File: config.mk
export PLATFORM = sky130hd
export DESIGN_NAME = seq_detector_prog_flat
export DESIGN_NICKNAME = d
export VERILOG_FILES = /design/src/rtl/seq_detector_prog_if.sv /design/src/rtl/seq_detector_prog.sv /design/src/flat_wrapper.sv
export SDC_FILE = /design/constraint.sdc
export NUM_CORES = 1
export LEC_CHECK = 0
export ABC_AREA = 1
export CAP_MARGIN = 40
export CORE_ASPECT_RATIO = 0.8
export CORE_UTILIZATION = 35
export DETAILED_ROUTE_END_ITERATION = 10
export PLACE_DENSITY = 0.66
export SYNTH_ARGS = -nofsm -noshare
export SYNTH_HDL_FRONTEND = slang
export SYNTH_SLANG_ARGS = --single-unit
File: constraint.sdc
create_clock -name clk -period 1.7 [get_ports clk]
set_clock_uncertainty 0.1 [all_clocks]
set_input_delay 0.255 -clock clk [delete_from_list [all_inputs] [get_ports clk]]
set_output_delay 0.255 -clock clk [all_outputs]
set_load 0.05 [all_outputs]
File: src/rtl/seq_detector_prog_if.sv
// Bus bundle for seq_detector_prog: pattern load, serial stream and match outputs.
// The master drives the stream; the slave is the detector.
interface seq_detector_prog_if #(
  parameter int SEQ_LEN = 4,
  parameter int CNT_W   = 8
);
  logic               pattern_load;
  logic [SEQ_LEN-1:0] pattern;
  logic               overlap_en;
  logic               in_valid;
  logic               inp_bit;
  logic               seq_seen;
  logic [CNT_W-1:0]   match_count;
  logic               armed;

  modport master (
    output pattern_load, pattern, overlap_en, in_valid, inp_bit,
    input  seq_seen, match_count, armed
  );

  modport slave (
    input  pattern_load, pattern, overlap_en, in_valid, inp_bit,
    output seq_seen, match_count, armed
  );
endinterface

File: src/rtl/seq_detector_prog.sv
// Run-time programmable serial pattern detector with overlap control.
// Define SEQ_DET_MATCH_CNT_EN to build the saturating match counter; otherwise match_count is 0.
module seq_detector_prog #(
  parameter int SEQ_LEN = 4,
  parameter int CNT_W   = 8
) (
  input logic                 clk,
  input logic                 reset,
  seq_detector_prog_if.slave  bus
);
  localparam int FW = $clog2(SEQ_LEN + 1);

  typedef enum logic [1:0] {UNLOADED, FILL, MATCH} state_t;

  state_t             state_q, state_d;
  logic [SEQ_LEN-1:0] pat_q, hist_q, hist_d, hist_shift;
  logic [FW-1:0]      fill_q, fill_d;
  logic               seen_q, seen_d;
  logic               armed_q;
  logic               pat_we;
  logic               full_next;
  logic               match;

  assign hist_shift = {hist_q[SEQ_LEN-2:0], bus.inp_bit};
  // History is full after this bit either because it already was, or this bit completes it.
  assign full_next  = (state_q == MATCH) ||
                      ((state_q == FILL) && (fill_q == FW'(SEQ_LEN - 1)));
  assign match      = bus.in_valid && full_next && (hist_shift == pat_q);

  always_ff @(posedge clk) begin
    if (reset) begin
      state_q <= UNLOADED;
      pat_q   <= '0;
      hist_q  <= '0;
      fill_q  <= '0;
      seen_q  <= 1'b0;
      armed_q <= 1'b0;
    end else begin
      state_q <= state_d;
      hist_q  <= hist_d;
      fill_q  <= fill_d;
      seen_q  <= seen_d;
      if (pat_we) begin
        pat_q   <= bus.pattern;
        armed_q <= 1'b1;
      end
    end
  end

  always_comb begin
    state_d = state_q;
    hist_d  = hist_q;
    fill_d  = fill_q;
    seen_d  = 1'b0;
    pat_we  = 1'b0;
    case (state_q)
      UNLOADED: begin
        if (bus.pattern_load) begin
          pat_we  = 1'b1;
          hist_d  = '0;
          fill_d  = '0;
          state_d = FILL;
        end
      end
      FILL, MATCH: begin
        if (bus.pattern_load) begin
          // A reload discards any bit or match arriving in the same cycle.
          pat_we  = 1'b1;
          hist_d  = '0;
          fill_d  = '0;
          state_d = FILL;
        end else if (bus.in_valid) begin
          hist_d = hist_shift;
          if (state_q == FILL) begin
            fill_d = fill_q + 1'b1;
            if (fill_q == FW'(SEQ_LEN - 1)) state_d = MATCH;
          end
          if (match) begin
            seen_d = 1'b1;
            if (!bus.overlap_en) begin
              hist_d  = '0;
              fill_d  = '0;
              state_d = FILL;
            end
          end
        end
      end
      default: state_d = UNLOADED;
    endcase
  end

  assign bus.seq_seen = seen_q;
  assign bus.armed    = armed_q;

`ifdef SEQ_DET_MATCH_CNT_EN
  logic [CNT_W-1:0] cnt_q;

  always_ff @(posedge clk) begin
    if (reset)
      cnt_q <= '0;
    else if (pat_we)
      cnt_q <= '0;
    else if (seen_d && (cnt_q != {CNT_W{1'b1}}))
      cnt_q <= cnt_q + 1'b1;
  end

  assign bus.match_count = cnt_q;
`else
  assign bus.match_count = {CNT_W{1'b0}};
`endif
endmodule

File: src/flat_wrapper.sv
// flat-port wrapper written by rule: the top's interface ports become plain ports
module seq_detector_prog_flat 
#(
  parameter int SEQ_LEN = 4,
  parameter int CNT_W   = 8
)
  (clk, reset, bus_pattern_load, bus_pattern, bus_overlap_en, bus_in_valid, bus_inp_bit, bus_seq_seen, bus_match_count, bus_armed);
  seq_detector_prog_if #(.SEQ_LEN(SEQ_LEN), .CNT_W(CNT_W)) bus_i ();
  input logic clk;
  input logic reset;
  input wire logic [$bits(bus_i.pattern_load)-1:0] bus_pattern_load;
  input wire logic [$bits(bus_i.pattern)-1:0] bus_pattern;
  input wire logic [$bits(bus_i.overlap_en)-1:0] bus_overlap_en;
  input wire logic [$bits(bus_i.in_valid)-1:0] bus_in_valid;
  input wire logic [$bits(bus_i.inp_bit)-1:0] bus_inp_bit;
  output wire logic [$bits(bus_i.seq_seen)-1:0] bus_seq_seen;
  output wire logic [$bits(bus_i.match_count)-1:0] bus_match_count;
  output wire logic [$bits(bus_i.armed)-1:0] bus_armed;
  assign bus_i.pattern_load = bus_pattern_load;
  assign bus_i.pattern = bus_pattern;
  assign bus_i.overlap_en = bus_overlap_en;
  assign bus_i.in_valid = bus_in_valid;
  assign bus_i.inp_bit = bus_inp_bit;
  assign bus_seq_seen = bus_i.seq_seen;
  assign bus_match_count = bus_i.match_count;
  assign bus_armed = bus_i.armed;
  seq_detector_prog #(.SEQ_LEN(SEQ_LEN), .CNT_W(CNT_W)) u_core (.clk(clk), .reset(reset), .bus(bus_i));
endmodule
======== After elaboration in Yosys (flattened, before gate mapping) ========
Cells that the tools add are included.
word-level totals
  register bits after elaboration ......... 14
  bits of input ports ..................... 10
  output and inout bits ................... 10
  word-level logic and storage cells ...... 50
operators by class
  add/subtract/negate cells ............... 1
  equality and inequality tests ........... 6
  muxes and demuxes ....................... 24
  bitwise operators ....................... 2
  reduce and logical (&&, ||, !) cells .... 11
operator list
  operator               count
  $mux W3                11
  $mux W2                7
  $pmux W3 S2            2
  $eq A4 B4 Y1           1
  $pmux W2 S2            1
  $reduce_or A4 Y1       1
  $add A3 B1 Y3 const B  1
  $eq A3 B2 Y1 const B   1
  $logic_and A1 B1 Y1    3
  $mux W1                3
  $ne A3 B3 Y1 const B   1
  $reduce_and A3 Y1      1
  $reduce_or A3 Y1       1
  $eq A2 B1 Y1 const B   1
  $eq A2 B2 Y1 const B   1
  $logic_not A2 Y1       1
  $ne A2 B2 Y1 const B   1
  $not A1 Y1             2
  $reduce_and A2 Y1      1
  $reduce_bool A2 Y1     1
  $reduce_or A2 Y1       1
  $logic_or A1 B1 Y1     1

======== Longest topological paths before layout ========
  word-level depth ........................ 9
  depth in mapped cells ................... 12
  mapped depth without buffers ............ 12

======== Worst setup path after synthesis ========
No wires, ideal clock.
  kind .................................... reg2reg
  from .................................... register u_core.state_q[0]
  to ...................................... register u_core.fill_q[0]
  library setup time ...................... 0.070 ns
  data arrival time ....................... 1.385 ns
  data required time ...................... 1.530 ns
  setup slack ............................. 0.146 ns
  stages on the path, launching flop included .. 11
  path buffers ............................ 0
  clock period less this slack ............ 1.554 ns
  cells stage by stage .................... dfxtp_1 -> inv_1 -> ha_1 -> inv_1 -> nor3_1 -> inv_1 -> nand2_2 -> inv_1 -> nand3_1 -> nand3_1 -> a21oi_1
between the ends
  cells in the longest elaborated chain, start to end .. 9
  elaborated cells on any way between the ends .. 18
  those cells by class .................... 4 x eq/ne; 6 x mux; 8 x reduce/logical
ends and longest elaborated chain
  element                           RTL line                                                                   text
  start: declaration                seq_detector_prog.sv:15                                                    state_t state_q, state_d;
  start signal: assignment          seq_detector_prog.sv:39                                                    state_q <= state_d;
  $eq A2 B1 Y1                      seq_detector_prog.sv:27, seq_detector_prog.sv:56, seq_detector_prog.sv:74
  $logic_and A1 B1 Y1               seq_detector_prog.sv:27                                                    ((state_q == FILL) && (fill_q == FW'(SEQ_LEN - 1)));
  $logic_or A1 B1 Y1                seq_detector_prog.sv:26                                                    assign full_next = (state_q == MATCH) ||
  $logic_and A1 B1 Y1 (2 in a row)  seq_detector_prog.sv:28                                                    assign match = bus.in_valid && full_next && (hist_shift == pat_q);
  $mux W3                           seq_detector_prog.sv:78                                                    if (match) begin
  $mux W3                           seq_detector_prog.sv:72                                                    end else if (bus.in_valid) begin
  $mux W3                           seq_detector_prog.sv:66                                                    if (bus.pattern_load) begin
  $pmux W3 S2                       seq_detector_prog.sv:56                                                    case (state_q)
  end signal: assignment            seq_detector_prog.sv:41                                                    fill_q <= fill_d;
  end: declaration                  seq_detector_prog.sv:17                                                    logic [FW-1:0] fill_q, fill_d;
Parallel ways exist; a longest one is shown, timed or not. The select of a mux whose other input is x is not followed.
A chain may end at the register's enable or synchronous reset.

======== Final worst setup path ========
  from .................................... register u_core.state_q[1]
  to ...................................... register u_core.hist_q[2]
between the ends
  cells in the longest elaborated chain, start to end .. 9
  elaborated cells on any way between the ends .. 16
  those cells by class .................... 4 x eq/ne; 4 x mux; 8 x reduce/logical
ends and longest elaborated chain
  element                           RTL line                                          text
  $eq A2 B1 Y1                      seq_detector_prog.sv:27, seq_detector_prog.sv:56
  $logic_and A1 B1 Y1               seq_detector_prog.sv:27
  $logic_or A1 B1 Y1                seq_detector_prog.sv:26
  $logic_and A1 B1 Y1 (2 in a row)  seq_detector_prog.sv:28
  $mux W3                           seq_detector_prog.sv:78
  $mux W3                           seq_detector_prog.sv:72
  $mux W3                           seq_detector_prog.sv:66
  $pmux W3 S2                       seq_detector_prog.sv:56
  end signal: assignment            seq_detector_prog.sv:40                           hist_q <= hist_d;
  end: declaration                  seq_detector_prog.sv:16                           logic [SEQ_LEN-1:0] pat_q, hist_q, hist_d, hist_shift;
Parallel ways exist; a longest one is shown, timed or not. The select of a mux whose other input is x is not followed.

==> impl_metrics.tcl <==
set metrics [dict create \
    whs_endpoint "u_core.pat_q[2]" \
    critical_path_arrival_ps 1730 \
    ys_types 17 \
    synth_ff_type "dfxtp_1" \
    synth_top_family_by_area "simple AND/OR/NAND/NOR gates" \
    worstSetupPathType "flop to flop" \
    p_leak_nw 0.484 \
    die_h_um 46 \
    cp.required_ps 1830 \
    hold_path_class "flop to flop" \
    rows 15 \
    clk_pin_slew_ps 90 \
    die_w_um 57 \
    netlist_instances 123 \
    p_sw_share_pct 32.7 \
    r2r_start "u_core.state_q[1]" \
    yosysWarningCount 0 \
    async_flop_share_pct 0 \
    fmax_ghz 0.623 \
    area_delta_synth_final_pct 34.0 \
    layout_min_cycle_time_ps 1610 \
    final_layout_size_suffix_gt1_share_pct 25.5 \
    hold_buffers 0 \
    wl_per_cell_um 10.9 \
    comb_power_share_pct 27.2 \
    min_delay_path_depth 2 \
    grt_pass1_vias 634 \
    synth_top_area_share_pct 33.1 \
    end_kind "flop" \
    fin_crit_sh_pct 94.5 \
    p_int_mw 0.556 \
    synth_largest_area_cell "dfxtp_1" \
    cts_max_level 1 \
    core_area_mm2 0.00221 \
    synth-simple-area-share_pct 25.4 \
    cts_buffers 3 \
    grtUsageTotal_pct 13.7 \
    whs_ps 377 \
    netlist_top_cells_count "nand2_1 (26), inv_1 (20), a21oi_1 (14), dfxtp_1 (14), nor2_1 (11)" \
    power_density_mw_per_mm2 728 \
    antenna_found_initial 0 \
    power_switching_mw 0.270 \
    avgSynthCellArea_um2 6.89 \
    wl_mm 1.85 \
    gp_congestion 0.811 \
    violations "DRC" \
    synth_compound_area_share_pct 14.3 \
    antenna_cells 0 \
    drc 3 \
    cts-root-buf "clkbuf_4" \
    cts_sinks 14 \
    grt_start_max_net_pins 9 \
    synth-xor-area-share_pct 0 \
    hold_viol 0 \
    ys_ff_latch 14 \
    fin_nets 163 \
    min_from "u_core.pat_q[2]" \
    cp-start-kind "flop" \
    io_pins 20 \
    vdd_drop_max_mv 0.313 \
    start_util_pct 38.2 \
    ys_seq_area_share_pct 33.1 \
    cp-startpoint "u_core.state_q[1]" \
    grt_overflow_total 0 \
    synth.most_common_cell "nand2_1" \
    fp.dieArea_mm2 0.00262 \
    drt_iter0_markers 18 \
    crit_fanout 5 \
    io_buffers 11 \
    p_seq_share_pct 42.8 \
    hpwl_mm 1.30 \
    outcome "complete, but fails checks" \
    grt_pass1_wl_mm 2.62 \
    ys_top_cells_by_area "dfxtp_1 (33%), nand2_1 (12%), ha_1 (10%), inv_1 (8.9%), a21oi_1 (8.3%)" \
    yosys.area_share.adder_pct 10.3 \
    ff2ff_setup_slack_ps 90 \
    slew_violations 0 \
    reg2reg_depth 11 \
    finalPower_mw 0.827 \
    synth-edff-count 0 \
    clockBufferDepth 2 \
    synthMuxAreaShare_pct 0 \
    vias 783 \
    insertion_delay_ps 290 \
    avgViaCountPerCell 4.61 \
    cts_tree "yes" \
    ant_nets 0 \
    worstReg2RegEnd "u_core.hist_q[2]" \
    firstDrtPassIters 7 \
    syn_area_um2 847 \
    max_cap_violations 0 \
    p_clk_share_pct 30.0 \
    finalSetupViolCount 0 \
]
==> power by group through the flow <==
stage                     Combinational (mW)  Sequential [mW]  Clock [mW]
after floorplan                        0.142            0.365           0
after global placement                 0.197            0.360           0
after detailed placement               0.197            0.360           0
after CTS                              0.198            0.352       0.255
after global routing                   0.245            0.356       0.272
final                                  0.225            0.354       0.248
==> worst max-delay path, stage by stage (launching register included) <==
cell     delay [ps]
dfxtp_2         340
inv_1            90
ha_1            220
nand2_2          90
nand2_2          60
nand3_2          70
nor2_4           40
nand3_4          90
nand2_4          60
nor2_4          160
nand2_1         100
a21oi_2         120
==> per-stage QoR <==
step / utilization [%] / cell area [um2] / setup TNS, ps / setup WS [ps] / cells
after floorplan: - / 873 / 0 / 146 / 130
after global placement: 45.1 / 998 / -26.2 / -11.2 / 164
after detailed placement: 45.1 / 998 / -72.9 / -26.0 / 164
after CTS: 46.7 / 1030 / 0 / 14.6 / 168
after global routing: 51.2 / 1130 / -11.2 / -7.61 / 170
final: 51.2 / 1130 / 0 / 94.0 / 170
==> state kept, by name, summed over array words and instances, names as in the netlist <==
signal,flops
u_core.fill_q,3
u_core.hist_q,3
u_core.bus.armed,1
u_core.pat_q,4
u_core.bus.seq_seen,1
u_core.state_q,2
==> cells in the final DEF, fill, tap and decap left out <==
cell and count:
a21oi_1 12, a21oi_2 3, buf_4 11, clkbuf_4 3, clkbuf_8 1, clkdlybuf4s50_1 9
conb_1 8, dfxtp_1 10, dfxtp_2 4, ha_1 4, ha_4 3, inv_1 18
inv_2 2, nand2_1 24, nand2_2 3, nand2_4 2, nand3_1 4, nand3_2 1
nand3_4 1, nor2_1 10, nor2_2 1, nor2_4 2, nor3_1 1, o21ai_0 6
o21ai_1 1, o21bai_1 1
==> routing by layer <==
layer	share of wire [%]	vias up	wire, um	track usage, %
li1	-	410	-	-
met1	46	347	858	16.8
met2	46	21	853	21.2
met3	6.3	5	117	6.25
met4	1.1	0	21	5.85
met5	0	-	0	0
==> layout make-up <==
type	instances	area (um2)
multi-input cells	87	534
repair buffers	20	173
fillers	212	1080
flip-flops and latches	14	285
well taps	25	31.3
inverters	20	75.1
clock buffers	4	36.3
==> kinds of logic after synthesis <==
logic type / count (synthesis)
AOI/OAI and AO/OA: 23
adders and majority gates: 7
buffers and inverters: 29
DFF: 14
other: 1
and+or+nand+nor: 49
==> what timing repair did <==
item | 4_1_cts | 5_1_grt
resized for setup | 0 | 22
buffers inserted | 0 | 2
endpoints found under the setup margin | 0 | 8
==> how the worst max path moves through the flow <==
stage	slack, ps	end	depth (start not counted)
2_1_floorplan	150	u_core.fill_q[0]	10
6_report	90	u_core.hist_q[2]	11
5_1_grt	-8	u_core.hist_q[2]	11
3_3_place_gp	-10	u_core.fill_q[1]	7
4_1_cts	10	u_core.hist_q[1]	11
3_5_place_dp	-30	u_core.hist_q[1]	7
No activity file was read; power rests on OpenSTA's default activity.
